`src/rtl/seq_divider_32b.sv`:
```
// rtl/seq_divider_32b.sv - multi-cycle unsigned restoring divider, one quotient bit per clock
//
// Purpose: unsigned restoring division with a start/done handshake. An accepted
// request is worked on for WIDTH clocks (one quotient bit each). A zero divisor
// bypasses the iteration and reports div_by_zero on the next cycle.
//
// Ports:
//   clk          rising-edge clock
//   rst_n        asynchronous active-low reset
//   start        request, sampled only while ready=1
//   dividend     numerator, captured on the accepting edge
//   divisor      denominator, captured on the accepting edge
//   ready        high in IDLE and DONE; start is accepted when ready & start
//   busy         high while iterating (RUN)
//   done         one-cycle pulse; results valid from this cycle on
//   div_by_zero  qualifies done; held with the results
//   quotient     registered quotient, held until the next done
//   remainder    registered remainder, held until the next done

module seq_divider_32b #(
  parameter int WIDTH = 32,
  parameter int CNT_W = 6
) (
  input  logic             clk,
  input  logic             rst_n,
  input  logic             start,
  input  logic [WIDTH-1:0] dividend,
  input  logic [WIDTH-1:0] divisor,
  output logic             ready,
  output logic             busy,
  output logic             done,
  output logic             div_by_zero,
  output logic [WIDTH-1:0] quotient,
  output logic [WIDTH-1:0] remainder
);

  typedef enum logic [1:0] {
    ST_IDLE = 2'd0,
    ST_RUN  = 2'd1,
    ST_DONE = 2'd2
  } state_t;

  state_t state, state_nxt;

  logic [WIDTH-1:0] q_reg;
  logic [WIDTH-1:0] d_reg;
  // The partial remainder is always < D after an iteration, so its top bit is
  // always 0 and only WIDTH bits need storing; the extra bit appears only in
  // the shifted value that feeds the trial subtraction.
  logic [WIDTH-1:0] r_reg;
  logic [CNT_W-1:0] cnt;

  logic             accept;
  logic             div_zero_in;
  logic             last_iter;
  logic [WIDTH:0]   r_sh;
  logic [WIDTH:0]   trial;
  logic [WIDTH-1:0] r_nxt;
  logic [WIDTH-1:0] q_nxt;

  assign ready       = (state != ST_RUN);
  assign busy        = (state == ST_RUN);
  assign done        = (state == ST_DONE);
  assign accept      = ready & start;
  assign div_zero_in = (divisor == '0);
  assign last_iter   = (cnt == CNT_W'(WIDTH - 1));

  // One restoring step: shift {R,Q} left, trial-subtract D, keep on non-negative.
  always_comb begin
    r_sh  = {r_reg, q_reg[WIDTH-1]};
    trial = r_sh - {1'b0, d_reg};
    if (!trial[WIDTH]) begin
      r_nxt = trial[WIDTH-1:0];
      q_nxt = {q_reg[WIDTH-2:0], 1'b1};
    end else begin
      r_nxt = r_sh[WIDTH-1:0];
      q_nxt = {q_reg[WIDTH-2:0], 1'b0};
    end
  end

  always_ff @(posedge clk or negedge rst_n) begin
    if (!rst_n) begin
      state <= ST_IDLE;
    end else begin
      state <= state_nxt;
    end
  end

  always_comb begin
    state_nxt = state;
    case (state)
      ST_IDLE: begin
        if (start) state_nxt = div_zero_in ? ST_DONE : ST_RUN;
      end
      ST_RUN: begin
        if (last_iter) state_nxt = ST_DONE;
      end
      ST_DONE: begin
        if (start) state_nxt = div_zero_in ? ST_DONE : ST_RUN;
        else       state_nxt = ST_IDLE;
      end
      default: state_nxt = ST_IDLE;
    endcase
  end

  always_ff @(posedge clk or negedge rst_n) begin
    if (!rst_n) begin
      q_reg       <= '0;
      d_reg       <= '0;
      r_reg       <= '0;
      cnt         <= '0;
      quotient    <= '0;
      remainder   <= '0;
      div_by_zero <= 1'b0;
    end else if (accept) begin
      q_reg <= dividend;
      d_reg <= divisor;
      r_reg <= '0;
      cnt   <= '0;
      // Zero divisor: results are published on the accepting edge so they
      // line up with the done pulse in the following cycle.
      if (div_zero_in) begin
        quotient    <= '1;
        remainder   <= dividend;
        div_by_zero <= 1'b1;
      end
    end else if (busy) begin
      q_reg <= q_nxt;
      r_reg <= r_nxt;
      cnt   <= cnt + CNT_W'(1);
      if (last_iter) begin
        quotient    <= q_nxt;
        remainder   <= r_nxt;
        div_by_zero <= 1'b0;
      end
    end
  end

endmodule

```
`config.mk`:
```
export PLATFORM = sky130hd
export DESIGN_NAME = seq_divider_32b
export DESIGN_NICKNAME = d
export VERILOG_FILES = /design/src/rtl/seq_divider_32b.sv
export SDC_FILE = /design/constraint.sdc
export NUM_CORES = 1
export LEC_CHECK = 0
export CAP_MARGIN = 20
export CORE_MARGIN = 5
export CORE_UTILIZATION = 51
export CTS_CLUSTER_SIZE = 28
export DETAILED_ROUTE_END_ITERATION = 7
export GPL_ROUTABILITY_DRIVEN = 0
export PLACE_DENSITY = 0.74
export SLEW_MARGIN = 20
export SYNTH_ARGS = -nofsm -noshare
export SYNTH_HDL_FRONTEND = slang
export SYNTH_SLANG_ARGS = --single-unit
```
`constraint.sdc`:
```
create_clock -name clk -period 8 [get_ports clk]
set_input_delay 2 -clock clk [delete_from_list [all_inputs] [get_ports clk]]
set_output_delay 2 -clock clk [all_outputs]
set_load 0.01 [all_outputs]
```
Word-level counts from Yosys, hierarchy flattened

Cells that the tools add are included.

Memories kept: 0
Output and inout port bits: 68
Flip-flop bits (word level): 169
Bits in latches: 0
Word-level logic and storage cells: 49
ROM bits: 0
RAM bits: 0

Div/mod/pow operators: 0
Bitwise logic cells: 1
Equality and inequality tests: 7
Mux-type cells: 25
Multipliers: 0
Add/subtract/negate cells: 2
Reduce and logical (&&, ||, !) cells: 6
Magnitude comparators: 0
Shifts and indexed selects: 0

Operator list:

| cell                | number |
|---|---|
| $mux 32             | 13 |
| $sub 33x32->33      | 1 |
| $logic_not 32->1    | 1 |
| $mux 6              | 2 |
| $mux 2              | 4 |
| $add 6x1->6 const B | 1 |
| $eq 6x5->1 const B  | 1 |
| $ne 2x1->1 const B  | 3 |
| $pmux 2 s3          | 1 |
| $mux 1              | 5 |
| $reduce_bool 2->1   | 2 |
| $reduce_and 3->1    | 1 |
| $eq 2x1->1 const B  | 1 |
| $eq 2x2->1 const B  | 1 |
| $logic_not 2->1     | 1 |
| $ne 2x2->1 const B  | 1 |
| $reduce_and 2->1    | 1 |
| $and 1x1->1         | 1 |

Depth between registers and ports, before layout

Gate-level depths: netlist of run 1.

Word-level depth: 5
Mapped depth: 13

Least setup slack after synthesis of run 1

Ideal clock, no wire load.

Path kind: in2reg
Start point: in start
End point: reg remainder[21]
Setup time: 137 ps
Stages on the path: 9
Data arrival time: 3656 ps
Slack: 4208 ps
Cell sequence: clkbuf_1 > clkinv_1 > nor2_1 > clkbuf_1 > a21oi_1 > clkbuf_1 > or3_1 > o21ai_0 > a21oi_1

Cells in the longest elaborated chain, start to end: 3
Elaborated cells on any way between the ends: 6
Classes of those cells: 1 x eq/ne; 1 x mux; 1 x bitwise; 3 x reduce/logical

Ends and longest elaborated chain:

| item                                                      | line | RTL |
|---|---|---|
| start: declaration                                        | 26   | `input logic start,` |
| $and 1x1->1 (*)                                           | 64   | `assign accept = ready & start;` |
| $ne 2x1->1 (no line) or $reduce_bool 2->1 (tied branches) | -    |  |
| $reduce_and 3->1 (no line)                                | -    |  |
| end signal: assignment                                    | 124  | `remainder <= dividend;` |
| end signal: assignment                                    | 133  | `remainder <= r_nxt;` |
| end: declaration                                          | 34   | `output logic [WIDTH-1:0] remainder` |

Every way passes the cells marked *; elsewhere a longest branch is shown, timed or not.
A chain may end at the register's enable or synchronous reset.

Worst setup path after layout of run 1

Start point: in divisor[8]
End point: reg remainder[19]

Cells in the longest elaborated chain, start to end: 3

Ends and longest elaborated chain:

| item                       | line | RTL |
|---|---|---|
| start: declaration         | 28   | `input logic [WIDTH-1:0] divisor,` |
| $logic_not 32->1           | 65   | `assign div_zero_in = (divisor == '0);` |
| $ne 2x1->1 (no line)       | -    |  |
| $reduce_and 3->1 (no line) | -    |  |

Every way passes these cells.

==> results.sh, run 1 <==
export IMPL_hold_violations=0
export IMPL_num_io_pins=135
export IMPL_antenna_left=0
export IMPL_synthArstFlopShare=1.00
export IMPL_tritoncts="yes"
export IMPL_powerDensity_nw_per_um2=514
export IMPL_yosysWarningCount=0
export IMPL_hold_path_class="flop to flop"
export IMPL_cts_sinks=169
export IMPL_drt_total_wl_um=23800
export IMPL_cts_setup_buffers=0
export IMPL_seq_area_frac_synth=0.464
export IMPL_synth_edff_count=0
export IMPL_synth_fp_nets=1113
export IMPL_drt_pass1_iterations=5
export IMPL_worstMarginPinSlew_ns=1.06
export IMPL_netlist_instances=1012
export IMPL_viasPerCell=5.78
export IMPL_cts_resized=0
export IMPL_drt_iter0_markers=514
export IMPL_leakage_nw=4.79
export IMPL_synth_largest_area_cell="dfrtp_1"
export IMPL_antenna_found_initial=1
export IMPL_track_usage=0.233
export IMPL_slew_viol_final=0
export IMPL_critPathLaunchType="primary input"
export IMPL_hpwl_um=16600
export IMPL_drv_cap=0
export IMPL_clock_fmax_mhz=211
export IMPL_maxSlewHeadroom=0.289
export IMPL_status="complete, no violations"
export IMPL_clk_latency_ns=0.43
export IMPL_die_w_um=144
export IMPL_finalCritPeriodShare=0.592
export IMPL_highest_layer="met4"
export IMPL_grt_max_degree=101
export IMPL_yosys_area_share_adder=0.0475
export IMPL_yosys_top_cells_area="dfrtp_1 46%, o21ai_0 9.2%, mux2i_1 6.5%"
export IMPL_skew_ns=0.00676
export IMPL_synth_compound_area_frac=0.184
export IMPL_synth_top_area_share=0.464
export IMPL_fp_dieArea_um2=20600
export IMPL_fin_setup_tns_ns=0
export IMPL_crit_type="primary input to flop"
export IMPL_mostFrequentLayoutCell="dfrtp_1"
export IMPL_core_area_um2=17400
export IMPL_routed_wl_met2_um=11900
export IMPL_postSynthAreaPerCell_um2=9.01
export IMPL_cp_required_ns=8.34
export IMPL_cts_max_level=4
export IMPL_cts_made_buffers=17
export IMPL_cts_root_buf="clkbuf_16"
export IMPL_drc=0
export IMPL_ctsHoldBuffers=0
export IMPL_synthSimpleGateAreaFrac=0.161
export IMPL_wl_met3_um=1160
export IMPL_die_y_um=144
export IMPL_setup_violations=0
export IMPL_clk_pin_slew_ns=0.07
export IMPL_ys_dominant_reg_cell="dfrtp_1"
export IMPL_final_setup_worst_slack_ns=3.27
export IMPL_synth_seq_cells=169
export IMPL_drive_above_1_share=0.0525
export IMPL_grt_pass1_wl_um=38300
export IMPL_portBuffers=134
export IMPL_fill_cells=1490
export IMPL_final_cell_mix="169 x dfrtp_1, 168 x o21ai_0, 132 x nand2_1, 132 x clkdlybuf4s50_1, 60 x nor2_1"
export IMPL_routedLengthMet1_um=10100
export IMPL_place_ws_ns=2.83
export IMPL_row_count=48
export IMPL_clockBufferDepth=2
export IMPL_min_period_ns=4.73
export IMPL_wl_per_cell_um=17.6
export IMPL_syn_area_um2=9120
export IMPL_design_area_um2=11200
export IMPL_ir_drop_v=0.000383
export IMPL_cp_arrival_ns=5.07
export IMPL_syn_to_final_growth_pct=22.3
export IMPL_synth_xor_area_frac=0.0259
export IMPL_route_vias_total=7805
export IMPL_start_util=0.523
export IMPL_muxShareOfSynthArea=0.0710
export IMPL_ys_types=59
export IMPL_end_kind="flop"
export IMPL_rsz0062_at_grt="false"
export IMPL_synth_top_family_by_area="compound AO/OA/AOI/OAI gates"
export IMPL_grt_pass1_vias=7415
export IMPL_crit_fanout=30
export IMPL_layout_nets=1212
export IMPL_overflow=0
export IMPL_placed_cell_area_um2=10600
## path summary, 6_finish.rpt
path / from / end / slack [ns] / cells past startpoint
hold reg to reg: quotient[12] / quotient[12] / 0.48 / 2
hold / removal: quotient[12] / quotient[12] / 0.48 / 2
setup / recovery: divisor[8] / remainder[19] / 3.27 / 8
max in group asynchronous: rst_n / r_reg[24] / 5.15 / 2
setup reg to reg: q_reg[31] / r_reg[20] / 3.46 / 12
min in group asynchronous: rst_n / quotient[10] / 1.64 / 1
## per-layer routing
| layer | global-route usage | up-vias |
|---|---|---|
| li1 | - | 3766 |
| met1 | 0.314 | 3793 |
| met2 | 0.384 | 208 |
| met3 | 0.0406 | 38 |
| met4 | 0.0783 | 0 |
| met5 | 0 | - |
## cell usage after synthesis (all sizes together), types with 18 or more instances
library cell and n:
a21oi 60, clkbuf 48, dfrtp 169, ha 33, inv 46, mux2i 59
nand2 132, nand3 40, nor2 61, o21ai 171, or3 23, xnor2 18
## cell type report
class	instances	area (µm²)	area share
clock inverters	15	164	0.0147
diodes	1	2.50	0.000224
multi-input cells	735	4480	0.402
inverters	47	176	0.0158
clock buffers	17	425	0.0381
well taps	225	282	0.0252
flip-flops and latches	169	4230	0.379
repair buffers	141	1390	0.125
## critical path, cell delays in order
cell	delay, ns
clkdlybuf4s50_1	0.44
nor4_1	0.36
nand4_1	0.26
nor2_1	0.44
nand2_1	0.36
nand2_1	0.76
o21ai_0	0.21
o31ai_1	0.23
## per-stage QoR
| stage | power, mW | std cells | hold slack (ns) | utilization |
|---|---|---|---|---|
| 3_5_place_dp | 4.87 | 1317 | 0.472 | 0.606 |
| 2_1_floorplan | 3.88 | 1012 | 0.450 | - |
| 3_3_place_gp | 4.80 | 1317 | 0.462 | 0.606 |
| 4_1_cts | 5.74 | 1349 | 0.488 | 0.640 |
| 6_report | 5.73 | 1350 | 0.478 | 0.640 |
| 5_1_grt | 6.17 | 1350 | 0.501 | 0.640 |
## power breakdown
group	total (mW)	internal, mW	switching (mW)
logic	3.37	1.41	1.96
clock network	0.832	0.466	0.366
registers	1.53	1.26	0.263
## kinds of logic (layout without fill, tap and decap cells)
logic type	after synthesis	in the layout
multiplexers	64	64
XOR/XNOR	27	27
AO/OA/AOI/OAI	292	292
adder cells (fa/ha/maj)	34	34
AND/OR/NAND/NOR	318	318
other	0	1
buffers and inverters	108	220
flip-flops	169	169
No activity file was read; power rests on OpenSTA's default activity.
==> run 2, diff against run 1 <==
clock period = 4.7 ns   (was 8 ns; I/O delays follow)
==> run 2 against run 1 <==
Effect of this change:
- sequential power is 70% higher
- sequential share of layout area is 0.33 points lower
- worst setup slack worse by 2.6 ns
- final cell count is 0.44% higher
- critical path depth is 5 higher
- clock skew is 0.00082 ns higher
- worst hold slack better by 0.0015 ns
- utilization is 0.55 points higher
- via count hardly changed
- die area stayed put
- critical endpoint is now r_reg[0]
- largest power group unchanged
==> results.sh, run 2 (synthesized netlist as in run 1, its figures left out) <==
export IMPL_swShare=0.446
export IMPL_hpwl_um=17500
export IMPL_antenna_found_initial=0
export IMPL_path_cells="inv_1 > ha_1 > fa_1 > nand2b_1 > a21oi_1 > o21ai_1 > a2111oi_4 > o2111ai_2 > a211o_2 > nand3_2 > buf_4 > mux2_2 > o21ai_0"
export IMPL_grt_max_degree=123
export IMPL_final_cell_mix="169 x dfrtp_1, 168 x o21ai_0, 132 x nand2_1, 132 x clkdlybuf4s50_1, 60 x nor2_1"
export IMPL_cp_required_ns=5.04
export IMPL_p_clk_frac=0.150
export IMPL_worst_r2r_path_depth=13
export IMPL_drc=0
export IMPL_clock_fmax_mhz=250
export IMPL_slew_viol_final=0
export IMPL_layout_nets=1220
export IMPL_clockBufferDepth=2
export IMPL_whs_ns=0.479
export IMPL_drive_above_1_share=0.0575
export IMPL_seq_area_um2=4230
export IMPL_worstMarginPinSlew_ns=0.972
export IMPL_die_y_um=144
export IMPL_cpLargestDelayFamily="compound AO/OA/AOI/OAI gates"
export IMPL_maxSlewHeadroom=0.352
export IMPL_slowest_delay_ns=0.48
export IMPL_fin_setup_tns_ns=0
export IMPL_r2r_end="r_reg[0]"
export IMPL_drt_pass1_iterations=5
export IMPL_final_setup_worst_slack_ns=0.701
export IMPL_multi_input_area_um2=4480
export IMPL_tritoncts="yes"
export IMPL_seq_power_share=0.266
export IMPL_status="complete, no violations"
export IMPL_core_area_um2=17400
export IMPL_setup_violations=0
export IMPL_grt_pass1_vias=7571
export IMPL_clk_latency_ns=0.43
export IMPL_n_antenna_cell=0
export IMPL_row_count=48
export IMPL_hold_path_class="flop to flop"
export IMPL_cts_max_level=4
export IMPL_cts_made_buffers=17
export IMPL_grt_pass1_wl_um=38300
export IMPL_dpl_cell_count=1324
export IMPL_fill_cells=1497
export IMPL_ir_drop_v=0.000551
export IMPL_final_cells=1356
export IMPL_die_w_um=144
export IMPL_hold_violations=0
export IMPL_clk_pin_slew_ns=0.07
export IMPL_viasPerCell=5.75
export IMPL_overflow=0
export IMPL_worst_r2r_setup_slack_ns=0.70
export IMPL_num_io_pins=135
export IMPL_p_switching_mw=4.36
export IMPL_crit_slowest_cell="a2111oi_4"
export IMPL_cts_root_buf="clkbuf_16"
export IMPL_drt_total_wl_um=23900
export IMPL_drt_iter0_markers=619
export IMPL_crit_type="flop to flop"
export IMPL_crit_buf_inv=2
export IMPL_critPathLaunchType="flop"
export IMPL_mostFrequentLayoutCell="dfrtp_1"
export IMPL_hold_end="quotient[26]"
export IMPL_ctsHoldBuffers=0
export IMPL_antenna_left=0
export IMPL_finalCritPeriodShare=0.851
export IMPL_drv_cap=0
export IMPL_syn_to_final_growth_pct=23.4
export IMPL_cp_arrival_ns=4.34
export IMPL_leakage_nw=4.84
export IMPL_skew_ns=0.00757
export IMPL_p_int_mw=5.41
export IMPL_powerDensity_nw_per_um2=869
export IMPL_end_kind="flop"
export IMPL_wl_per_cell_um=17.6
export IMPL_min_path_cells=2
export IMPL_cts_resized=0
export IMPL_track_usage=0.235
export IMPL_portBuffers=134
export IMPL_place_ws_ns=0.670
export IMPL_cts_sinks=169
export IMPL_p_comb_frac=0.584
export IMPL_timing_rr_start="q_reg[31]"
export IMPL_fp_dieArea_um2=20600
export IMPL_route_vias_total=7798
export IMPL_cts_setup_buffers=0
export IMPL_min_from="quotient[26]"
export IMPL_crit_fanout=12
export IMPL_rsz0062_at_grt="false"
export IMPL_start_util=0.523
export IMPL_p_total_mw=9.77
export IMPL_min_period_ns=4.00
==> run 2: final cells by class <==
| type | instances | share of cell area |
|---|---|---|
| Tap cell | 225 | 0.0250 |
| Sequential cell | 169 | 0.376 |
| Inverter | 47 | 0.0157 |
| Timing Repair Buffer | 149 | 0.131 |
| Clock inverter | 14 | 0.0165 |
| Multi-Input combinational cell | 735 | 0.398 |
| Clock buffer | 17 | 0.0378 |
==> run 2: worst max-delay path by stage <==
stage / to / cells past startpoint / startpoint
2_1_floorplan: r_reg[29] / 13 / q_reg[31]
3_3_place_gp: remainder[1] / 11 / divisor[7]
3_5_place_dp: remainder[1] / 11 / divisor[7]
4_1_cts: r_reg[0] / 13 / q_reg[31]
5_1_grt: remainder[0] / 13 / q_reg[31]
6_report: r_reg[0] / 13 / q_reg[31]
==> run 2: power groups by stage <==
stage	clock network, mW	registers, mW	logic [mW]
floorplan	0	2.57	4.03
global placement	0	2.60	5.57
detailed placement	0	2.61	5.68
CTS	1.49	2.59	5.71
global route	1.55	2.67	6.31
finish	1.46	2.60	5.71
==> run 2: stage by stage <==
step	cell area, µm²	utilization
finish	11200	0.646
detailed placement	10600	0.609
floorplan	9120	-
global placement	10600	0.609
CTS	11200	0.644
global route	11200	0.646
==> run 2: per-layer routing <==
| metal | vias up | global-route usage | share of wire |
|---|---|---|---|
| met3 | 46 | 0.0373 | 0.045 |
| met2 | 199 | 0.399 | 0.50 |
| met5 | - | 0 | 0 |
| met1 | 3776 | 0.304 | 0.43 |
| met4 | 0 | 0.0862 | 0.028 |
| li1 | 3777 | - | - |
==> run 2: worst min-delay path: cells and delay by family (launching register included) <==
family | cells | cell delay, ns
AO/OA/AOI/OAI | 1 | 0.06
flip-flops | 1 | 0.34
AND/OR/NAND/NOR | 1 | 0.04
==> run 3, diff against run 2 <==
ABC_AREA = 1   (was default)
CTS_BUF_LIST = sky130_fd_sc_hd__clkbuf_16   (was default)
PLACE_DENSITY = 0.73   (was 0.74)
==> run 3 against run 2 <==
Effect of this change:
- clock-buffer cell count did not move
- synthesized cell count rose by 47%
- clock power down 5%
- final cell count up 38%
- wire length is 22% higher
- worst setup slack better by 0.70 ns
- sequential power shrank 20%
- via count increased by 26%
- non-clock buffer count is 4 lower
- critical path type is now primary input to flop
- highest routed layer unchanged
==> results.sh, run 3 <==
export IMPL_syn_to_final_growth_pct=19.9
export IMPL_end_kind="flop"
export IMPL_rsz0062_at_grt="false"
export IMPL_mostFrequentLayoutCell="nand2_1"
export IMPL_fill_cells=1869
export IMPL_hpwl_um=21100
export IMPL_p_comb_frac=0.493
export IMPL_postSynthAreaPerCell_um2=7.05
export IMPL_yosys_top_cells_count="511 x nand2_1, 243 x inv_1, 169 x dfrtp_1"
export IMPL_critPathLaunchType="primary input"
export IMPL_crit_buf_inv=3
export IMPL_synth_top_area_share=0.404
export IMPL_row_count=52
export IMPL_swShare=0.439
export IMPL_min_period_ns=3.30
export IMPL_cpLargestDelayFamily="simple AND/OR/NAND/NOR gates"
export IMPL_seq_power_share=0.304
export IMPL_fin_setup_tns_ns=0
export IMPL_leakage_nw=6.61
export IMPL_crit_start="divisor[27]"
export IMPL_grt_pass1_vias=9458
export IMPL_crit_slowest_cell="nor3b_1"
export IMPL_viasPerCell=5.23
export IMPL_cts_resized=0
export IMPL_layout_nets=1693
export IMPL_synth_most_common_cell="nand2_1"
export IMPL_synth_seq_cells=169
export IMPL_hold_path_class="flop to flop"
export IMPL_grt_max_degree=115
export IMPL_p_switching_mw=3.00
export IMPL_ys_dominant_reg_cell="dfrtp_1"
export IMPL_whs_ns=0.488
export IMPL_cp_depth=11
export IMPL_n_antenna_cell=0
export IMPL_cts_max_level=4
export IMPL_drt_iter0_markers=709
export IMPL_synth_fp_nets=1586
export IMPL_ys_types=39
export IMPL_start_util=0.517
export IMPL_drt_pass1_iterations=8
export IMPL_die_w_um=153
export IMPL_maxSlewHeadroom=0.492
export IMPL_netlist_instances=1485
export IMPL_finalCritPeriodShare=0.702
export IMPL_synth_edff_count=0
export IMPL_crit_end="remainder[0]"
export IMPL_yosysWarningCount=0
export IMPL_powerDensity_nw_per_um2=544
export IMPL_clk_pin_slew_ns=0.07
export IMPL_track_usage=0.250
export IMPL_clk_latency_ns=0.44
export IMPL_drv_cap=0
export IMPL_die_y_um=153
export IMPL_drc=0
export IMPL_final_cell_mix="511 x nand2_1, 243 x inv_1, 169 x dfrtp_1"
export IMPL_overflow=0
export IMPL_ir_drop_v=0.000343
export IMPL_cts_root_buf="clkbuf_16"
export IMPL_path_cells="clkdlybuf4s50_1 > nor3_1 > nor3b_1 > nand2_1 > o21ai_1 > nand2_2 > buf_4 > a21oi_1 > nand3_1 > nand2_1 > inv_1"
export IMPL_worst_r2r_path_depth=18
export IMPL_crit_fanout=44
export IMPL_syn_area_um2=10500
export IMPL_clockBufferDepth=2
export IMPL_p_clk_frac=0.203
export IMPL_slew_viol_final=0
export IMPL_p_int_mw=3.83
export IMPL_wl_per_cell_um=15.6
export IMPL_drt_total_wl_um=29200
export IMPL_seq_area_frac_synth=0.404
export IMPL_worst_r2r_setup_slack_ns=1.81
export IMPL_antenna_found_initial=0
export IMPL_clock_fmax_mhz=303
export IMPL_cts_setup_buffers=0
export IMPL_antenna_left=0
export IMPL_grt_pass1_wl_um=48100
export IMPL_yosys_top_cells_area="dfrtp_1 40%, nand2_1 18%, inv_1 8.7%"
export IMPL_num_io_pins=135
export IMPL_hold_violations=0
export IMPL_drive_above_1_share=0.0555
export IMPL_slowest_delay_ns=0.59
export IMPL_cts_sinks=169
export IMPL_tritoncts="yes"
export IMPL_timing_rr_start="q_reg[31]"
export IMPL_cp_arrival_ns=3.63
export IMPL_route_vias_total=9798
export IMPL_core_area_um2=20200
export IMPL_status="complete, no violations"
export IMPL_synthArstFlopShare=1.00
export IMPL_r2r_end="remainder[18]"
export IMPL_crit_type="primary input to flop"
export IMPL_portBuffers=134
export IMPL_setup_violations=0
export IMPL_path_common_cell="nand2_1"
export IMPL_synth_largest_area_cell="dfrtp_1"
export IMPL_worstMarginPinSlew_ns=0.762
export IMPL_fp_dieArea_um2=23500
export IMPL_cp_required_ns=5.03
export IMPL_skew_ns=0.0103
export IMPL_ctsHoldBuffers=0
export IMPL_cts_made_buffers=17
run 3: cell types whose count changed in the layout (fill, tap and decap cells not counted), sizes merged, moves of 8 or more:
| cell | delta |
|---|---|
| nand2 | +389 |
| inv | +205 |
| o21ai | -126 |
| nand3 | +89 |
| mux2i | -59 |
| or2 | +34 |
| nor2 | +30 |
| o221ai | +24 |
| or3 | -23 |
| a31oi | +22 |
| xnor2 | -16 |
| a21o | -11 |
| nor4 | -8 |
run 3: worst min-delay path by stage:
stage               startpoint  endpoint  slack (ns)  cells past startpoint
global route            cnt[5]    cnt[5]        0.50                      1
finish                d_reg[0]  d_reg[0]        0.49                      2
global placement        cnt[5]    cnt[5]        0.47                      1
detailed placement    d_reg[0]  d_reg[0]        0.47                      2
floorplan             d_reg[0]  d_reg[0]        0.45                      2
CTS                   d_reg[0]  d_reg[0]        0.49                      2
run 3: layer usage:
| layer | up-vias | GRT usage | share of wire |
|---|---|---|---|
| met3 | 62 | 0.0390 | 0.057 |
| li1 | 4853 | - | - |
| met2 | 337 | 0.404 | 0.46 |
| met5 | - | 0 | 0 |
| met4 | 0 | 0.107 | 0.041 |
| met1 | 4546 | 0.335 | 0.44 |
run 3: worst register-to-register path, stage by stage (launching register included):
cell and delay (ns):
dfrtp_1 0.37, inv_1 0.08, ha_1 0.24, fa_1 0.42, inv_1 0.09, nand2_1 0.05
nand2_1 0.07, nand3_1 0.07, nand2_1 0.15, nand2_1 0.08, nand2_2 0.11, nand2_2 0.08
nand2_2 0.08, nand2_2 0.06, nand2_4 0.37, nand3_1 0.28, nand3_1 0.13, nand2_1 0.05
inv_1 0.04
run 3: layout make-up:
type	instances	area, µm²	share of cell area
multi-input cells	1008	4980	0.397
flip-flops and latches	169	4230	0.337
repair buffers	145	1480	0.118
inverters	251	942	0.0751
clock buffers	17	425	0.0339
well taps	270	338	0.0269
clock inverters	15	156	0.0125
run 3: metrics by stage:
stage               std cells  utilization  power (mW)  setup slack (ns)  instance area (µm²)
finish                   1875        0.620        6.83              1.40                12500
global route             1875        0.620        7.37              1.24                12500
CTS                      1875        0.620        6.83              1.39                12500
detailed placement       1843        0.591        5.42             0.958                12000
global placement         1843        0.591        5.36              1.05                12000
floorplan                1485            -        4.39              2.18                10500
run 3: logic make-up after synthesis:
group | share of synthesized area
compound gates | 0.0901
simple gates | 0.332
buf+inv | 0.120
xor+xnor | 0.0126
flops | 0.404
fa+ha+maj | 0.0414
run 3: power groups by stage:
stage          sequential [mW]  clock [mW]  combinational (mW)
3_5_place_dp              2.09           0                3.33
3_3_place_gp              2.09           0                3.27
4_1_cts                   2.07        1.40                3.36
6_report                  2.08        1.39                3.36
5_1_grt                   2.12        1.47                3.78
2_1_floorplan             2.11           0                2.27
